==> config.mk <==
export PLATFORM = sky130hd
export DESIGN_NAME = norm_seq_32b
export DESIGN_NICKNAME = d
export VERILOG_FILES = /design/src/rtl/norm_seq_32b_pkg.sv /design/src/rtl/norm_seq_32b_step.sv /design/src/rtl/norm_seq_32b.sv
export SDC_FILE = /design/constraint.sdc
export NUM_CORES = 1
export LEC_CHECK = 0
export BUFFER_PORTS_ARGS = -buffer_cell sky130_fd_sc_hd__buf_2
export CORE_UTILIZATION = 47
export CTS_BUF_LIST = sky130_fd_sc_hd__clkbuf_16
export DETAILED_ROUTE_END_ITERATION = 8
export PLACE_DENSITY = 0.71
export SETUP_SLACK_MARGIN = 0.4
export SYNTH_ARGS = -nofsm -noshare
export SYNTH_HDL_FRONTEND = slang
export SYNTH_SLANG_ARGS = --single-unit
==> constraint.sdc <==
create_clock -name clk -period 1.75 [get_ports clk]
set_input_delay 0.525 -clock clk [delete_from_list [all_inputs] [get_ports clk]]
set_output_delay 0.525 -clock clk [all_outputs]
set_load 0.005 [all_outputs]
==> src/rtl/norm_seq_32b_pkg.sv <==
// norm_seq_32b_pkg: shared definitions for the sequential normalizer.
//   - FSM state encoding (IDLE / SCAN / DONE)
//   - direction constants (left = toward MSB, right = toward LSB)
//   - default operand and count widths
package norm_seq_32b_pkg;

    localparam int unsigned WIDTH_DEF = 32;
    localparam int unsigned CNT_W_DEF = 6;

    localparam logic DIR_LEFT  = 1'b0;
    localparam logic DIR_RIGHT = 1'b1;

    typedef enum logic [1:0] {
        ST_IDLE = 2'd0,
        ST_SCAN = 2'd1,
        ST_DONE = 2'd2
    } state_e;

endpackage

==> src/rtl/norm_seq_32b_step.sv <==
// norm_seq_32b_step: combinational single step of the normalizer (the norm_step stage).
//   word_i    : current shift-register contents
//   dir_i     : DIR_LEFT shifts toward MSB, DIR_RIGHT toward LSB
//   skip_en_i : allow a 4-bit step when the 4 bits nearest the target end are all zero
//   word_o    : shifted word (zero fill)
//   inc_o     : count increment for this step (1 or 4)
//   hit_o     : target-end bit of word_i is set (normalization complete)
module norm_seq_32b_step
    import norm_seq_32b_pkg::*;
#(
    parameter int unsigned WIDTH = WIDTH_DEF,
    parameter int unsigned CNT_W = CNT_W_DEF
) (
    input  logic [WIDTH-1:0] word_i,
    input  logic             dir_i,
    input  logic             skip_en_i,
    output logic [WIDTH-1:0] word_o,
    output logic [CNT_W-1:0] inc_o,
    output logic             hit_o
);

    logic nib_zero;

    always_comb begin
        hit_o    = (dir_i == DIR_RIGHT) ? word_i[0] : word_i[WIDTH-1];
        nib_zero = (dir_i == DIR_RIGHT) ? (word_i[3:0] == 4'h0)
                                        : (word_i[WIDTH-1 -: 4] == 4'h0);
        // A zero nibble at the target end means the first set bit lies beyond it,
        // so a 4-bit jump cannot overshoot.
        if (skip_en_i && nib_zero) begin
            word_o = (dir_i == DIR_RIGHT) ? (word_i >> 4) : (word_i << 4);
            inc_o  = CNT_W'(4);
        end else begin
            word_o = (dir_i == DIR_RIGHT) ? (word_i >> 1) : (word_i << 1);
            inc_o  = CNT_W'(1);
        end
    end

endmodule

==> src/rtl/norm_seq_32b.sv <==
// norm_seq_32b: sequential normalizer (CLZ / CTZ helper).
// Shifts the operand toward the chosen end until its first set bit reaches that end,
// reporting the normalized word and the number of positions shifted.
//   clk, rst_n : clock, asynchronous active-low reset
//   start      : request, sampled only when busy=0 (accepted in IDLE and DONE)
//   dir        : 0 = normalize left (toward MSB), 1 = normalize right (toward LSB)
//   a          : operand
//   busy       : high while scanning
//   done       : one-cycle pulse when result/count/zero become valid
//   result     : normalized word
//   count      : positions shifted (WIDTH for a zero operand)
//   zero       : operand was all zeros
// Optional build macro NORM_NIBBLE_SKIP_EN: take 4-bit steps over zero nibbles.
module norm_seq_32b
    import norm_seq_32b_pkg::*;
#(
    parameter int unsigned WIDTH = WIDTH_DEF,
    parameter int unsigned CNT_W = CNT_W_DEF
) (
    input  logic             clk,
    input  logic             rst_n,
    input  logic             start,
    input  logic             dir,
    input  logic [WIDTH-1:0] a,
    output logic             busy,
    output logic             done,
    output logic [WIDTH-1:0] result,
    output logic [CNT_W-1:0] count,
    output logic             zero
);

`ifdef NORM_NIBBLE_SKIP_EN
    localparam logic SKIP_EN = 1'b1;
`else
    localparam logic SKIP_EN = 1'b0;
`endif

    state_e           state_q, state_d;
    logic [WIDTH-1:0] shreg_q, shreg_d;
    logic             dir_q, dir_d;
    logic [WIDTH-1:0] result_q, result_d;
    logic [CNT_W-1:0] count_q, count_d;
    logic             zero_q, zero_d;

    logic [WIDTH-1:0] step_word;
    logic [CNT_W-1:0] step_inc;
    logic             step_hit;

    norm_seq_32b_step #(
        .WIDTH (WIDTH),
        .CNT_W (CNT_W)
    ) u_step (
        .word_i    (shreg_q),
        .dir_i     (dir_q),
        .skip_en_i (SKIP_EN),
        .word_o    (step_word),
        .inc_o     (step_inc),
        .hit_o     (step_hit)
    );

    always_comb begin
        state_d  = state_q;
        shreg_d  = shreg_q;
        dir_d    = dir_q;
        result_d = result_q;
        count_d  = count_q;
        zero_d   = zero_q;
        unique case (state_q)
            ST_IDLE, ST_DONE: begin
                if (start) begin
                    shreg_d = a;
                    dir_d   = dir;
                    count_d = '0;
                    if (a == '0) begin
                        // Nothing to scan: report full width immediately.
                        zero_d   = 1'b1;
                        result_d = '0;
                        count_d  = CNT_W'(WIDTH);
                        state_d  = ST_DONE;
                    end else begin
                        zero_d  = 1'b0;
                        state_d = ST_SCAN;
                    end
                end else begin
                    state_d = ST_IDLE;
                end
            end
            ST_SCAN: begin
                if (step_hit) begin
                    result_d = shreg_q;
                    state_d  = ST_DONE;
                end else begin
                    shreg_d = step_word;
                    count_d = count_q + step_inc;
                end
            end
            default: state_d = ST_IDLE;
        endcase
    end

    always_ff @(posedge clk or negedge rst_n) begin
        if (!rst_n) begin
            state_q  <= ST_IDLE;
            shreg_q  <= '0;
            dir_q    <= DIR_LEFT;
            result_q <= '0;
            count_q  <= '0;
            zero_q   <= 1'b0;
        end else begin
            state_q  <= state_d;
            shreg_q  <= shreg_d;
            dir_q    <= dir_d;
            result_q <= result_d;
            count_q  <= count_d;
            zero_q   <= zero_d;
        end
    end

    assign busy   = (state_q == ST_SCAN);
    assign done   = (state_q == ST_DONE);
    assign result = result_q;
    assign count  = count_q;
    assign zero   = zero_q;

endmodule

# ---- After elaboration in Yosys (flattened, before gate mapping)
# Cells that the tools add are included.
dict set report classes {
  n_shift 0
  n_eq_ne 6
  muxes 18
  div 0
  add_sub_neg 1
  n_lt_le_gt_ge 0
  multipliers 0
  n_reduce_logical 7
  n_bitwise 0
}
# operator count
set ops {}
lappend ops {{$mux 32} 6}
lappend ops {{$pmux 32 s2} 2}
lappend ops {{$logic_not 32->1} 1}
lappend ops {{$mux 6} 3}
lappend ops {{$pmux 6 s2} 1}
lappend ops {{$add 6x1->6 const B} 1}
lappend ops {{$mux 2} 3}
lappend ops {{$ne 2x2->1 const B} 3}
lappend ops {{$pmux 2 s2} 1}
lappend ops {{$reduce_and 4->1} 1}
lappend ops {{$reduce_and 3->1} 1}
lappend ops {{$eq 2x1->1 const B} 1}
lappend ops {{$eq 2x2->1 const B} 1}
lappend ops {{$logic_not 2->1} 1}
lappend ops {{$mux 1} 2}
lappend ops {{$ne 2x1->1 const B} 1}
lappend ops {{$reduce_and 2->1} 1}
lappend ops {{$reduce_bool 2->1} 1}
lappend ops {{$reduce_or 2->1} 1}
dict set report word_totals {
  latch_bits 0
  mem_count 0
  ramBits 0
  romBits 0
  elab_cells 38
  in_bits 36
  regBits 74
  out_inout_bits 41
}

# ---- Longest topological paths before layout
# Gate-level depths: netlist of the first run.
dict set report logic_depth {
  ltp_word 4
  ltp_mapped 7
  depth_no_buf 4
}

# ---- By module
# From an unflattened synthesis of the first run, not the netlist that was laid out.
dict set report unflattened {
  hier_cells 492
  area_unflattened_um2 4381.7
}
# mod area_per_inst_um2 cells_each seq_area_each_um2 n_inst
set by_module_without_submodules {}
lappend by_module_without_submodules {norm_seq_32b 3383.2 348 1851.8 1}
lappend by_module_without_submodules {norm_seq_32b_step 998.5 144 0.0 1}

# ---- Worst setup path before layout of the first run
# No wires, ideal clock.
dict set report synth_path {
  kind {input port to flip-flop}
  from {in a[2]}
  to {reg result_q[18], in the netlist result[18]}
  required_ps 1628
  n_path_buf 1
  t_arrival_ps 1525
  path_slack_ps 103
  setup_ps 122
  path_stages 5
  path_cell_list {nor4_1 -> nand4_1 -> nor3_2 -> buf_4 -> o21ai_1}
}
dict set report synth_via {
  elab_chain_cells 3
}
# element line
set synth_rtl {}
lappend synth_rtl {{start, declared} norm_seq_32b.sv:24} ;# input logic [WIDTH-1:0] a,
lappend synth_rtl {{$logic_not 32->1} norm_seq_32b.sv:74} ;# if (a == '0) begin
lappend synth_rtl {{$ne 2x2->1 (no source line)} -}
lappend synth_rtl {{$reduce_and 4->1 (no source line)} -}
lappend synth_rtl {{end signal, assigned} norm_seq_32b.sv:113} ;# result_q <= result_d;
lappend synth_rtl {{end, declared} norm_seq_32b.sv:41} ;# logic [WIDTH-1:0] result_q, result_d;
# Every way passes these cells.
# A chain may end at the register's enable or synchronous reset.

# ---- Worst setup path after layout of the first run
dict set report layout_path {
  from {in a[18]}
  to {reg result_q[25], in the netlist result[25]}
}
# Same word-level chain as after synthesis.

==> run_results.csv, run 1 <==
group,metric,value,unit
synth,yosysUniqueCellTypes,32,
placement,pre_cts_ws,-0.2673,ns
worst_setup_path,critPathArrivalTime,1.85,ns
die,ioPinCount,77,
timing,hold_viol,0,
timing,grt_setup_unrepaired,"true",
worst_setup_path,cp_data_required_time,1.97,ns
global_routing,overflow,0,
synth,synth_mux_area_frac,0.03159,
worst_setup_path,critPathMaxFanout,19,
synth,synth_fa_ha_area_frac,0.003761,
synth,avgSynthCellArea,9.728,um2
worst_setup_path,cp_slowest_cell,"nor4_2",
global_routing,grt_pass1_wl,14590,um
clock_network,clk_pin_slew_worst_paths,0.06,ns
synth,yosys.area.top_type_share,0.5566,
die,die_x,86.14,um
placement,gp_congestion,0.7915,
worst_setup_path,crit_type,"in -> reg",
die,chipHeight,86.14,um
worst_setup_path,cp_cell_sequence,"buf_2 -> nor4_2 -> nand4_1 -> buf_4 -> nor3_4 -> buf_8 -> o21ai_1",
worst_setup_path,path_delay_family,"simple AND/OR/NAND/NOR gates",
finish,fill_cells,537,
synth,synthCells,342,
synth,ys_ff_latch,74,
finish,drive_gt1_frac,0.3901,
synth,yosysTopAreaCell,"dfrtp_1",
finish,fin_util,0.7167,
flow_run,drv_cap,0,
route,vias,3307,
clock_network,clk_path_buf_depth,2,
finish,num_antenna_cells,0,
worst_setup_path,crit_path_max_incr_delay,0.29,ns
worst_setup_path,crit_path_end_kind,"flop",
global_routing,antenna_found_initial,0,
synth,synth_compound_area_frac,0.1538,
worst_setup_path,worst_setup_path_start_kind,"input port",
clock_network,cts_tree,"yes",
synth,synthSimpleGateAreaFrac,0.2053,
status,status,"completed",
die,start_util,0.4870,
finish,area.growth.synth_to_final,47.16,%
route,drc_errors,0,
pwr,power_density,1961,nW/um2
route,ant_nets,0,
timing,slew_violations,0,
global_routing,first_global_vias,2945,
timing,setup_viol,0,
timing,tns,0,ns
timing,fmax,0.6141,GHz
finish,nNetsFinal,520,
route,drt_pass1_iterations,9,
route,drt_wl_total,9650,um
global_routing,grt_max_degree,75,
clock_network,htree_levels,3,
route,wl_per_cell,16.55,um
synth,synth_fp_nets,379,
synth,synthTopCellsByArea,"dfrtp_1 56%, nand2_1 14%, a222oi_1 7.2%",
timing,max_slew.worst_pin.slew,0.3995,ns
placement,dp_cells,519,
global_routing,grt_usage,0.2573,
pwr,p_leak,2.458,nW
timing,period_share,0.9305,
clock_network,clock_latency,0.34,ns
synth,synth_top_family_by_area,"simple AND/OR/NAND/NOR gates",
pwr,total_power,0.009600,W
synth,synthXorXnorAreaFrac,0.002633,
synth,syn-cell-area,3327,um2
die,core-area,6832,um2
synth,synth_warnings,0,
finish,layout.cells.non_filler,583,
timing,setup_ws,0.1216,ns
pwr,peakVddDrop,0.0009295,V
clock_network,cts_buffers,9,
timing,fin_worst_skew,0.004575,ns
clock_network,cts-root-buf,"clkbuf_16",
hold_path,hold_class,"in -> async",
worst_setup_path,critPathBufInv,3,
placement,port_buffers,76,
placement,hpwl,5536,um
die,dieArea,7419,um2
timing,min_period,1.628,ns
clock_network,cts_hold_buf,0,
synth,yosysSeqAreaShare,0.5566,
clock_network,cts_sinks,74,
die,rows,30,
timing,relSlewSlack,0.7337,
route,viasPerCell,5.672,
route,initialDrtViolationCount,357,
[worst paths after layout]
path                       slack, ns     start  cells after the start          end
max                             0.12     a[18]                      7   result[25]
min                             0.22     rst_n                      2   result[17]
max reg2reg                     0.15     dir_q                      5  shreg_q[23]
min reg2reg                     0.51  count[4]                      1     count[4]
max in group asynchronous       1.21     rst_n                      2   shreg_q[8]
min in group clk                0.41       dir                      3        dir_q
[cell families after synthesis]
family                     after synthesis
xor gates and xnor gates                 1
DFF                                     74
AOI/OAI and AO/OA                       70
buffers and inverters                   25
and+or+nand+nor                        161
muxes                                   10
adders and majority gates                1
[metal layers]
layer	vias up	global-route usage	share of wire
met3	17	0.04139	0.060
met5	-	0	0
met2	141	0.4206	0.50
li1	1512	-	-
met4	0	0.09545	0.017
met1	1637	0.3468	0.42
[through the flow]
stage / hold slack [ns] / area [um2]
2_1_floorplan: 0.2294 / 3445
3_3_place_gp: 0.4651 / 4020
3_5_place_dp: 0.4915 / 4020
4_1_cts: 0.2455 / 4578
5_1_grt: 0.2700 / 4896
6_report: 0.2214 / 4896
[placed cells by master, fill, tap and decap left out, types with 2 or more instances in the layout]
master | Yosys | routed
a221o_1 | 6 | 6
a222oi_1 | 24 | 24
and2_1 | 3 | 2
buf_12 | 0 | 4
buf_2 | 12 | 71
buf_4 | 6 | 61
buf_6 | 3 | 15
buf_8 | 0 | 2
clkbuf_16 | 0 | 11
clkinv_2 | 0 | 2
dfrtp_1 | 74 | 74
inv_1 | 0 | 2
mux2i_1 | 8 | 8
nand2_1 | 126 | 125
nand2b_1 | 2 | 2
nand3_1 | 2 | 2
nand4_1 | 5 | 5
nor2_1 | 7 | 7
nor4_4 | 0 | 6
o21ai_0 | 5 | 4
o21ai_1 | 30 | 25
o21ai_2 | 0 | 6
[flip-flops by register name, summed over array words and instances (netlist names)]
register and count:
zero 1, dir_q 1, count 6, shreg_q 32, result 32, state_q 2
[cell usage after synthesis]
library cell	instances
a211o_1	1
a21o_1	1
a21oi_1	1
a221o_1	6
a222oi_1	24
a22oi_1	2
and2_1	3
and3_1	1
and4_1	1
buf_1	1
buf_2	12
buf_4	6
buf_6	3
clkbuf_1	3
dfrtp_1	74
ha_1	1
mux2_1	1
mux2i_1	8
mux2i_2	1
nand2_1	126
nand2b_1	2
nand3_1	2
nand4_1	5
nor2_1	7
nor2b_1	3
nor3_1	1
nor3_2	1
nor3b_2	1
nor4_1	8
o21ai_0	5
o21ai_1	30
xor2_1	1
[cell type report]
cell class,instances,area [um2],area share
clock inverter,6,51.30,0.01048
sequential,74,1852,0.3782
multi-input combinational,243,1505,0.3074
clock buffer,9,225.2,0.04600
tap,96,120.1,0.02453
timing repair buffer,155,1142,0.2333
[where the power goes]
| part | leakage, nW | switching, W | internal (W) |
|---|---|---|---|
| clock | 0.145 | 0.000675 | 0.00107 |
| sequential | 0.929 | 0.000630 | 0.00251 |
| combinational | 1.38 | 0.00222 | 0.00249 |
[what timing repair did]
| item | CTS | global route |
|---|---|---|
| endpoints found under the setup margin | 112 | 114 |
| setup buffers | 28 | 16 |
| gates cloned | 1 | 4 |
| pin swaps | 6 | 9 |
| gates resized for setup | 15 | 32 |
Note: power is estimated with default switching activity, not from simulation.
==> inputs of run 2 (changes only) <==
Settings changed: BUFFER_PORTS_ARGS -buffer_cell sky130_fd_sc_hd__buf_2 to unset, DONT_BUFFER_PORTS set to 1, PLACE_DENSITY 0.71 to unset.
==> run_results.csv, run 2 (synthesis gave the netlist of run 1 again) <==
group,metric,value,unit
hold_path,hold_class,"in -> async",
global_routing,grt_max_degree,75,
finish,area.growth.synth_to_final,32.38,%
timing,grt_setup_unrepaired,"true",
placement,hpwl,5473,um
global_routing,grt_pass1_wl,15500,um
worst_setup_path,cp_data_required_time,1.95,ns
timing,hold_viol,74,
timing,fmax,0.6280,GHz
status,violations,"negative hold slack",
worst_setup_path,critPathArrivalTime,1.79,ns
route,viasPerCell,6.030,
route,wl_met1,4102,um
finish,drive_gt1_frac,0.2312,
timing,hold_ws,-0.1096,ns
finish,final_cell_mix,"117 x nand2_1, 73 x dfrtp_1, 32 x o21ai_1",
route,initialDrtViolationCount,387,
clock_network,cts-root-buf,"clkbuf_16",
finish,num_antenna_cells,0,
timing,period_share,0.9099,
timing,setup_viol,0,
status,status,"finished with violations",
timing,min_period,1.592,ns
pwr,p_leak,1.986,nW
worst_setup_path,critPathMaxFanout,8,
global_routing,antenna_found_initial,0,
global_routing,overflow,0,
route,wl_per_cell,21.15,um
placement,port_buffers,0,
timing,relSlewSlack,0.6918,
die,core-area,6832,um2
die,start_util,0.4870,
route,drc_errors,0,
worst_setup_path,worst_setup_path_start_kind,"flop",
worst_setup_path,critPathBufInv,2,
flow_run,drv_cap,0,
die,rows,30,
finish,nNetsFinal,405,
die,chipHeight,86.14,um
pwr,power_density,2154,nW/um2
worst_setup_path,rr_worst_depth,6,
worst_setup_path,cp.depth,6,
route,wl_met2,4761,um
clock_network,clock_latency,0.33,ns
die,dieArea,7419,um2
worst_setup_path,path_delay_family,"flip-flops",
route,vias,2822,
worst_setup_path,crit_type,"reg -> reg",
clock_network,clk_pin_slew_worst_paths,0.06,ns
die,ioPinCount,77,
placement,gp_congestion,0.7859,
die,die_x,86.14,um
worst_setup_path,crit_path_max_incr_delay,0.40,ns
global_routing,grt_usage,0.2812,
route,top_layer,"met4",
worst_setup_path,cp_slowest_cell,"dfrtp_1",
clock_network,htree_levels,3,
finish,final_common_cell,"nand2_1",
clock_network,cts_tree,"yes",
timing,max_slew.worst_pin.slew,0.4613,ns
worst_setup_path,crit_path_end_kind,"flop",
worst_setup_path,cp_cell_sequence,"nor2b_4 -> buf_8 -> nor3b_4 -> clkbuf_4 -> a222oi_1 -> nand2_1",
timing,tns,0,ns
route,drt_pass1_iterations,7,
route,ant_nets,0,
clock_network,clk_path_buf_depth,2,
clock_network,cts_buffers,9,
global_routing,first_global_vias,2847,
clock_network,cts_sinks,74,
worst_setup_path,r2r_setup_slack,0.16,ns
route,drt_wl_total,9900,um
route,wl_met3,809,um
timing,fin_worst_skew,0.005588,ns
timing,slew_violations,0,
pwr,peakVddDrop,0.0009032,V
run 2: stage by stage:
| step | std cells | util | instance area [um2] | worst slack (ns) | total power (W) |
|---|---|---|---|---|---|
| floorplan | 342 | - | 3445 | 0.1377 | 0.005398 |
| global placement | 435 | 0.5203 | 3555 | -0.4311 | 0.006071 |
| detailed placement | 435 | 0.5203 | 3555 | -0.3848 | 0.006131 |
| CTS | 463 | 0.6253 | 4272 | 0.1945 | 0.009157 |
| global route | 468 | 0.6447 | 4404 | 0.09926 | 0.01009 |
| finish | 468 | 0.6447 | 4404 | 0.1576 | 0.009486 |
run 2: final timing paths:
kind	to	start
worst max-delay path	shreg_q[19]	state_q[0]
worst min-delay path	result[22]	rst_n
worst max register to register	shreg_q[19]	state_q[0]
worst min register to register	count[4]	count[4]
max in group asynchronous	dir_q	rst_n
min in group clk	dir_q	dir
run 2: timing repair:
item	4_1_cts	5_1_grt
hold endpoints to repair	74	74
gates resized for setup	46	19
gates cloned	8	2
pin swaps	21	10
setup buffers	5	3
endpoints found under the setup margin	75	74
run 2: metal layers:
metal,GRT usage,vias to the layer above
li1,-,1282
met1,0.3714,1392
met2,0.4372,133
met3,0.08758,15
met4,0.1000,0
met5,0,-
run 2: area by class of cell:
type                       instances  area [um2]
fill                             546        2427
tap                               96       120.1
multi-input combinational        245        1567
sequential                        74        1853
clock inverter                     6       130.1
timing repair buffer              38       509.2
clock buffer                       9       225.2
run 2: where the power goes:
part | leakage, nW | switching (W) | total, W | internal (W)
Combinational | 0.882 | 0.00201 | 0.00396 | 0.00195
Clock | 0.175 | 0.000692 | 0.00222 | 0.00152
Sequential | 0.928 | 0.000797 | 0.00331 | 0.00251
Total | 1.99 | 0.00350 | 0.00949 | 0.00599
==> inputs of run 3 (changes only) <==
Clock period 1.75 ns to 1.8 ns, I/O delays scaled along.
==> run_results.csv, run 3 (synthesis gave the netlist of run 1 again) <==
group,metric,value,unit
route,drc_errors,0,
timing,fmax,0.6136,GHz
die,ioPinCount,77,
clock_network,cts_buffers,9,
finish,nNetsFinal,408,
die,die_x,86.14,um
worst_setup_path,crit_type,"in -> reg",
flow_run,drv_cap,0,
worst_setup_path,critPathArrivalTime,1.84,ns
global_routing,grt_usage,0.2732,
clock_network,clk_pin_slew_worst_paths,0.06,ns
clock_network,cts_tree,"yes",
timing,grt_setup_unrepaired,"true",
timing,setup_viol,0,
placement,gp_congestion,0.7779,
timing,fin_worst_skew,0.005095,ns
route,ant_nets,0,
status,status,"finished with violations",
die,dieArea,7419,um2
clock_network,clock_latency,0.33,ns
clock_network,cts_sinks,74,
global_routing,grt_pass1_wl,15150,um
global_routing,first_global_vias,2800,
pwr,peakVddDrop,0.0008992,V
die,rows,30,
timing,hold_ws,-0.09741,ns
route,drt_wl_total,10070,um
pwr,p_leak,2.000,nW
global_routing,antenna_found_initial,0,
finish,num_antenna_cells,0,
timing,hold_viol,74,
worst_setup_path,crit_path_end_kind,"flop",
global_routing,grt_max_degree,75,
worst_setup_path,critPathMaxFanout,8,
route,drt_pass1_iterations,7,
placement,hpwl,5507,um
die,start_util,0.4870,
route,initialDrtViolationCount,353,
worst_setup_path,worst_setup_path_start_kind,"input port",
route,vias,2877,
finish,final_common_cell,"nand2_1",
finish,final_cell_mix,"122 x nand2_1, 73 x dfrtp_1, 24 x a222oi_1",
status,violations,"negative hold slack",
timing,slew_violations,0,
die,chipHeight,86.14,um
clock_network,clk_path_buf_depth,2,
route,wl_per_cell,21.38,um
worst_setup_path,cp_data_required_time,2.01,ns
finish,drive_gt1_frac,0.2853,
timing,tns,0,ns
timing,period_share,0.9054,
hold_path,hold_class,"in -> async",
timing,relSlewSlack,0.7757,
timing,max_slew.worst_pin.slew,0.3340,ns
die,core-area,6832,um2
timing,min_period,1.630,ns
clock_network,htree_levels,3,
route,viasPerCell,6.108,
global_routing,overflow,0,
finish,area.growth.synth_to_final,33.58,%
placement,port_buffers,0,
pwr,power_density,2027,nW/um2
clock_network,cts-root-buf,"clkbuf_16",
finish,fin_util,0.6505,
==> run 3: report_power, final <==
| group | leakage, nW | internal, W | switching (W) |
|---|---|---|---|
| sequential | 0.928 | 0.00245 | 0.000763 |
| combinational | 0.937 | 0.00204 | 0.00204 |
| clock | 0.135 | 0.00105 | 0.000670 |
==> run 3: stage by stage <==
step	hold slack, ns	cell area [um2]	power (W)	cells	setup slack, ns
5_1_grt	-0.1133	4444	0.009573	471	0.08484
4_1_cts	-0.1037	4141	0.008339	464	0.2401
3_5_place_dp	0.2466	3540	0.005873	433	-0.3757
3_3_place_gp	0.2469	3540	0.005815	433	-0.3938
2_1_floorplan	0.2444	3442	0.005238	342	0.1727
6_report	-0.09741	4444	0.009009	471	0.1702
==> run 3: metal layers <==
layer,share of wire,vias up,GRT usage,routed length (um)
li1,-,1286,-,-
met1,0.40,1447,0.3431,4032
met2,0.49,126,0.4444,4973
met3,0.083,18,0.08566,839
met4,0.022,0,0.09848,223
met5,0,-,0,0
==> run 3: path summary, 6_finish.rpt <==
check                              start          to  slack [ns]  cells past startpoint
worst max-delay path               a[10]  result[29]        0.17                      7
worst min-delay path               rst_n  result[16]        -0.1                      0
worst max register to register     dir_q  shreg_q[8]        0.18                      6
worst min register to register  count[4]    count[4]        0.53                      1
max in group asynchronous          rst_n       dir_q        1.79                      0
min in group clk                    a[0]  shreg_q[0]        0.32                      2
==> run 3: layout make-up <==
class	instances	area, um2
Clock buffer	9	225.2
Clock inverter	6	58.81
Fill cell	555	2387
Multi-Input combinational cell	245	1644
Sequential cell	74	1853
Tap cell	96	120.1
Timing Repair Buffer	41	543.0
==> run 3: critical path, cell delays in order <==
cell	delay, ns
nor4_2	0.31
buf_4	0.16
nand4_1	0.18
nor3_4	0.26
buf_6	0.17
buf_12	0.14
o21ai_1	0.08
==> run 3: timing repair <==
action	CTS	global route
resized for setup	39	50
endpoints found under the setup margin	73	74
cloned	5	4
pin swaps	8	20
buffers inserted	11	3
hold endpoints to repair	74	74
